File: config.mk
export PLATFORM = sky130hd
export DESIGN_NAME = seg7_reader
export DESIGN_NICKNAME = d
export VERILOG_FILES = /design/src/rtl/seg7_reader.sv
export SDC_FILE = /design/constraint.sdc
export NUM_CORES = 1
export LEC_CHECK = 0
export BUFFER_PORTS_ARGS = -buffer_cell sky130_fd_sc_hd__buf_4
export CAP_MARGIN = 25
export CORE_ASPECT_RATIO = 1.25
export CORE_UTILIZATION = 51
export DETAILED_ROUTE_END_ITERATION = 7
export GPL_TIMING_DRIVEN = 0
export PLACE_DENSITY_LB_ADDON = 0.3
export SLEW_MARGIN = 30
export SYNTH_ARGS = -nofsm -noshare
export SYNTH_HDL_FRONTEND = slang
export SYNTH_SLANG_ARGS = --single-unit
File: constraint.sdc
create_clock -name clk -period 2.1 [get_ports clk]
set_input_delay 0.105 -clock clk [delete_from_list [all_inputs] [get_ports clk]]
set_output_delay 0.105 -clock clk [all_outputs]
set_load 0.1 [all_outputs]
File: src/rtl/seg7_reader.sv
// Recovers digits from a live active-low gfedcba segment bus, debounces them and packs them into
// a BCD frame with a valid/ready handoff. Define SEG7_READER_HEX_EN to also accept A-F glyphs.
module seg7_reader #(
    parameter int unsigned STABLE_CYCLES = 4,
    parameter int unsigned NUM_DIGITS    = 4
) (
    input  logic                    clk,
    input  logic                    rst,
    input  logic [6:0]              seg,
    output logic [4*NUM_DIGITS-1:0] bcd_out,
    output logic                    out_valid,
    input  logic                    out_ready,
    output logic                    err_invalid,
    output logic                    busy
);

    localparam logic [6:0] Blank  = 7'h7f;
    localparam logic [7:0] Stable = 8'(STABLE_CYCLES);
    localparam logic [3:0] Num    = 4'(NUM_DIGITS);

    typedef enum logic [1:0] {StGap, StArm, StHold, StFull} state_e;

    state_e                  state_q;
    logic [6:0]              seg_q;
    logic [7:0]              cnt_q;
    logic [3:0]              digit_cnt_q;
    logic [4*NUM_DIGITS-1:0] acc_q;
    logic [4*NUM_DIGITS-1:0] acc_next;
    logic [4:0]              dec;
    logic [3:0]              cnt_inc;
    logic                    is_blank;
    logic                    take;

    // Returns {valid, digit}.
    function automatic logic [4:0] decode(input logic [6:0] p);
        logic [4:0] r;
        r = 5'h00;
        case (p)
            7'b1000000: r = 5'h10;
            7'b1111001: r = 5'h11;
            7'b0100100: r = 5'h12;
            7'b0110000: r = 5'h13;
            7'b0011001: r = 5'h14;
            7'b0010010: r = 5'h15;
            7'b0000010: r = 5'h16;
            7'b1111000: r = 5'h17;
            7'b0000000: r = 5'h18;
            7'b0011000: r = 5'h19;
`ifdef SEG7_READER_HEX_EN
            7'b0001000: r = 5'h1a;
            7'b0000011: r = 5'h1b;
            7'b1000110: r = 5'h1c;
            7'b0100001: r = 5'h1d;
            7'b0000110: r = 5'h1e;
            7'b0001110: r = 5'h1f;
`endif
            default:    r = 5'h00;
        endcase
        return r;
    endfunction

    assign dec      = decode(seg_q);
    assign is_blank = (seg_q == Blank);
    assign cnt_inc  = digit_cnt_q + 4'd1;
    // GAP is included so a one-cycle debounce still accepts on the first stable cycle.
    assign take     = !is_blank && (cnt_q == Stable) && (state_q == StGap || state_q == StArm);

    if (NUM_DIGITS == 1) begin : g_one
        assign acc_next = dec[3:0];
    end else begin : g_many
        assign acc_next = {acc_q[4*NUM_DIGITS-5:0], dec[3:0]};
    end

    assign bcd_out = acc_q;
    assign busy    = (state_q != StGap);

    always_ff @(posedge clk) begin
        if (rst) begin
            state_q     <= StGap;
            seg_q       <= Blank;
            cnt_q       <= 8'd1;
            digit_cnt_q <= 4'd0;
            acc_q       <= '0;
            out_valid   <= 1'b0;
            err_invalid <= 1'b0;
        end else begin
            seg_q       <= seg;
            err_invalid <= 1'b0;
            if (seg != seg_q) begin
                cnt_q <= 8'd1;
            end else if (cnt_q < Stable) begin
                cnt_q <= cnt_q + 8'd1;
            end

            unique case (state_q)
                StGap:  if (!is_blank) state_q <= StArm;
                StArm:  if (is_blank) state_q <= StGap;
                StHold: if (is_blank) state_q <= StGap;
                StFull: begin
                    if (out_ready) begin
                        acc_q       <= '0;
                        digit_cnt_q <= 4'd0;
                        out_valid   <= 1'b0;
                        state_q     <= StHold;
                    end
                end
                default: state_q <= StGap;
            endcase

            if (take) begin
                if (dec[4]) begin
                    acc_q       <= acc_next;
                    digit_cnt_q <= cnt_inc;
                    if (cnt_inc == Num) begin
                        out_valid <= 1'b1;
                        state_q   <= StFull;
                    end else begin
                        state_q <= StHold;
                    end
                end else begin
                    err_invalid <= 1'b1;
                    state_q     <= StHold;
                end
            end
        end
    end

endmodule

-- Yosys cells after proc, flatten, opt, wreduce, memory -nomap -nowiden
Cells that the tools add are included.
- word-level logic and storage cells: 63
- bits in registers: 39
- output and inout bits: 19
- bits of input ports: 10
- reduce and logical (&&, ||, !) cells: 11
- add/subtract/negate cells: 2
- muxes and demuxes: 22
- order comparisons: 1
- bitwise logic cells: 1
- equality and inequality tests: 19
- operator list (cell ; count):
    $mux W16 ; 4
    $pmux W5 S10 ; 1
    $eq A7 B7 Y1 const B ; 4
    $eq A7 B5 Y1 const B ; 3
    $mux W4 ; 4
    $eq A7 B6 Y1 const B ; 2
    $mux W2 ; 5
    $add A8 B1 Y8 const B ; 1
    $eq A8 B3 Y1 const B ; 1
    $lt A8 B3 Y1 const B ; 1
    $eq A7 B2 Y1 const B ; 1
    $logic_not A7 Y1 ; 1
    $mux W1 ; 7
    $ne A7 B7 Y1 ; 1
    $ne A3 B3 Y1 const B ; 2
    $pmux W2 S3 ; 1
    $reduce_or A2 Y1 ; 3
    $add A4 B1 Y4 const B ; 1
    $eq A2 B2 Y1 const B ; 2
    $eq A4 B3 Y1 const B ; 1
    $ne A3 B1 Y1 const B ; 1
    $reduce_and A3 Y1 ; 1
    $eq A2 B1 Y1 const B ; 1
    $logic_and A1 B1 Y1 ; 2
    other kinds (5) ; 5

-- Depth between registers and ports, before layout
- depth in word-level cells: 6
- depth in mapped cells: 8
- depth with buffers taken out: 7

-- Worst setup path before layout
OpenSTA, ideal clock, no wires.
- kind: register -> register
- start: reg state_q[0]
- end: reg state_q[1]
- library setup time: 0.131 ns
- slack: -0.017 ns
- period minus slack after synthesis: 2.117 ns
- data required time: 1.969 ns
- data arrival time: 1.986 ns
- buffers on the path: 0
- stages on the path, launching flop included: 8
- cells stage by stage: dfxtp_1 > inv_1 > ha_1 > inv_1 > nor3_1 > a221o_1 > a211oi_1 > a211oi_1
- longest elaborated chain between the ends: 5
- elaborated cells between the ends (all ways): 13
- classes of those cells: 6 x eq/ne; 2 x mux; 5 x reduce/logical
- ends and longest elaborated chain (element ; RTL line ; RTL):
    from (decl) ; 23 ; state_e state_q;
    from (signal assigned) ; 79 ; state_q <= StGap;
    from (signal assigned) ; 96 ; StGap: if (!is_blank) state_q <= StArm;
    from (signal assigned) ; 97 ; StArm: if (is_blank) state_q <= StGap;
    $eq A2 B1 Y1 or $logic_not A2 Y1 (tied branches) ; 66, 95 ;
    $logic_or A1 B1 Y1 ; 66 ; assign take = !is_blank && (cnt_q == Stable) && (state_q == StGap || state_q == StArm);
    $logic_and A1 B1 Y1 ; 66 ;
    $ne A3 B3 Y1 (no line) or $ne A3 B1 Y1 (tied branches) ; - ;
    $reduce_and A3 Y1 (no line) ; - ;
Parallel ways exist; a longest one is shown, timed or not.
A chain may end at the register's enable or synchronous reset.

-- Final worst setup path
- start: reg cnt_q[3]
- end: reg acc_q[0], in the netlist bcd_out[0]
- longest elaborated chain between the ends: 4
- ends and longest elaborated chain (element ; RTL line ; RTL):
    from (decl) ; 25 ; logic [7:0] cnt_q;
    from (signal assigned) ; 92 ; cnt_q <= cnt_q + 8'd1;
    $eq A8 B3 Y1 ; 66 ;
    $logic_and A1 B1 Y1 (2 in a row) ; 66 ;
    $mux W16 ; 110 ; if (take) begin
    to (signal assigned) ; 112 ; acc_q <= acc_next;
    to (decl) ; 27 ; logic [4*NUM_DIGITS-1:0] acc_q;
Every way passes these cells.

==> summary.md <==
| Metric | Value |
|---|---|
| Clock skew | between 0.005 and 0.006 ns |
| Synth warn | 0 |
| Drt pass-1 iters | 4 |
| Drt via density | around 5.3 |
| CP Class | reg -> reg |
| Vias in the first global route | roughly 1500 |
| Largest net degree at the start of global routing | 12 |
| Largest cells by area after synthesis | dfxtp_1 39%, nand2b_1 7.8%, mux2i_1 7.0%, ha_1 4.4%, xnor2_1 3.5% |
| Synth Register Bits | 39 |
| RSZ-0062 raised after global routing | yes |
| Leakage | between 0.9 and 1 nW |
| Clk_lat worst skew | approximately 0.28 ns |
| TritonCTS clock tree | built |
| CP Max Fanout | 6 |
| Commonest register cell after synthesis | dfxtp_1 |
| Max incr delay on CP | around 0.55 ns |
| Tcrit/Tclk final | between 90% and 100% |
| Max-cap violations | 0 |
| Routed Antenna Nets | 0 |
| Count leader, synth | dfxtp_1 |
| GPL Wtd Cong | ~0.85 |
| WP data arrival | about 2.3 ns |
| DR iter-0 viols | 44 |
| Syn-to-layout area delta | 24.24% |
| Total number of vias | between 1500 and 2000 |
| Global-route wire length before repair | 6.265 mm |
| Clock slew at reported path FFs | ~0.07 ns |
| Syn Std Cell Area | 0.002008 mm2 |
| Hold slack | 0.01447 ns |
| Root Buffer | clkbuf_8 |
| Synth area leader | dfxtp_1 |
| Synth cell count leaders | 39 x dfxtp_1, 25 x nand2b_1, 14 x mux2i_1 |
| Hold Path Class | in -> reg |
| Endpoint class of the critical path | register |
| Antenna violations before repair | 0 |
| Initial Utilization | ~53% |
| Cell Rows | 25 |
| DPL Wire Length | between 2 and 3 mm |
| Mapped Cells | between 200 and 250 |
| Maximum vdd drop | 0.3845 mV |
| Filler cell count | 324 |
| Setup violators final | 0 |
| Final #Nets | ~270 |
| Final hold viol count | 0 |
| Drt drc | 0 |
| CTS sink count | 39 |
| Tmin final | a little over 2 ns |
| DRT Wirelength | 3.902 mm |
| Total design power | about 1.4 mW |
| Boundary pin count | 29 |
| Synth async-reset ratio | 0% |
| Pwr Density | between 500 and 600 mW/mm2 |
| Synth cell types | 50 |
| Number of port buffers | 28 |
| Slowest library cell on the worst path | or4_1 |
| Status | completed |
| Design Area, Final | roughly 0.0025 mm2 |
| Total gr overflow | 0 |
| Pre-CTS setup slack | -0.1841 ns |
| Die width | between 50 and 60 um |
| Worst R2R Setup Slack | 0.03 ns |
| Global-route usage over all layers | approximately a fifth |
| Layout cells sized above 1 | between 20% and 30% |
| Routed wire per std cell | around 13 um |
| Max-slew headroom | a little under three fifths |
| Ant diodes | 0 |
| CTS H-tree lvls | 2 |
| CTS Hold Bufs | 0 |
| Least-Margin Pin Slew | 0.6450 ns |
| Synth Area per Inst | ~9.4 um2 |
| Placeable Area | between 0.003 and 0.004 mm2 |
| Cts bufs inserted | 5 |
| Fmax | approximately 0.48 GHz |
| Placed instance area | roughly 0.0023 mm2 |
| Setup WS post-layout | between 0.02 and 0.03 ns |
| Worst Setup Start Kind | register |
| Synthesized Nets | 230 |
| Die Y | 72.16 um |
| Post-synthesis sequential area ratio | approximately two fifths |
| Top cell type's share of synthesized area | approximately two fifths |
| Die area | around 0.0042 mm2 |
| CP Cell Sequence | nor3_2 > nand2_2 > or4_1 > buf_6 > a31oi_4 > buf_12 > mux2_4 |
| Number of synthesized flops with an enable pin | 0 |
| Layout Utilization | between 60% and 70% |
| CTS max path bufs | 2 |
| Slew Limit Fails | 0 |
| Worst Path Required | around 2.3 ns |
[cell type report]
type	instances	area [um2]	share of cell area, %
tap	54	67.56	2.708
inverter	6	26.28	1.053
clock inverter	1	5.005	0.2006
buffer	14	93.84	3.761
sequential	39	780.7	31.29
multi-input combinational	154	1160	46.49
clock buffer	7	76.32	3.059
timing repair buffer	34	285.3	11.43
[metrics by stage]
stage          setup TNS [ns]  cells
5_1_grt               -0.4775    309
4_1_cts                     0    304
6_report                    0    309
2_1_floorplan               0    213
3_3_place_gp          -0.2342    295
3_5_place_dp          -0.2516    295
[path summary, 6_finish.rpt]
| path | start | endpoint | cells after the start |
|---|---|---|---|
| max | cnt_q[3]$_SDFFE_PP0N_ | bcd_out[0]$_SDFF_PP0_ | 7 |
| min | seg[0] | seg_q[0]$_SDFF_PP1_ | 2 |
| max reg2reg | cnt_q[3]$_SDFFE_PP0N_ | bcd_out[0]$_SDFF_PP0_ | 7 |
| min reg2reg | out_valid$_SDFF_PP0_ | out_valid$_SDFF_PP0_ | 2 |
[worst max-delay path, delay by kind of cell, from the launching register on]
kind	cells	cell delay, ns
mux	1	0.29
flops	1	0.31
compound gates	1	0.16
buf+inv	2	0.29
simple gates	3	0.91
[registers in the layout, summed over array words and instances, names as in the netlist]
signal,count
digit_cnt_q,4
bcd_out,16
seg_q,7
err_invalid,1
out_valid,1
state_q,2
cnt_q,8
[report_power, final]
part	leakage [nW]	internal [mW]	switching, mW
logic	0.611	0.0752	0.106
clock network	0.0422	0.233	0.242
registers	0.316	0.750	0.00732
[what timing repair did]
action | in CTS | in global routing
cloned | 0 | 1
resized for setup | 1 | 10
pin swaps | 0 | 3
setup endpoints to repair | 4 | 14
setup buffers | 1 | 4
hold endpoints to repair | 0 | 0
[cell usage in the layout (no fill, tap or decap), types with 4 or more instances in the layout]
cell	count
nand2b_1	25
clkbuf_1	7
mux2i_1	14
o21ai_0	4
nor2b_1	4
nor3_1	7
buf_4	33
nor2_1	9
clkbuf_8	5
buf_2	5
nand2_1	7
inv_1	4
ha_1	6
or2_2	8
and2_1	6
xnor2_1	8
dfxtp_1	39
nand3b_1	5
[kinds of logic (layout without fill, tap and decap cells)]
kind of cell	Yosys count	in the layout	share of synthesized area, %
compound gates	29	29	11.90
flops	39	39	38.88
fa+ha+maj	7	7	4.361
xor+xnor	11	11	4.798
buf+inv	20	62	5.483
mux	15	15	7.539
simple gates	92	92	27.04
[layer usage]
| metal | track usage, % | part of all wire (%) | vias up |
|---|---|---|---|
| met5 | 0 | 0 | - |
| met4 | 8.730 | 2.2 | 0 |
| met3 | 4.991 | 3.4 | 9 |
| met2 | 34.61 | 52 | 37 |
| met1 | 21.36 | 43 | 757 |
| li1 | - | - | 824 |
Power figures use the tool's default switching activity.
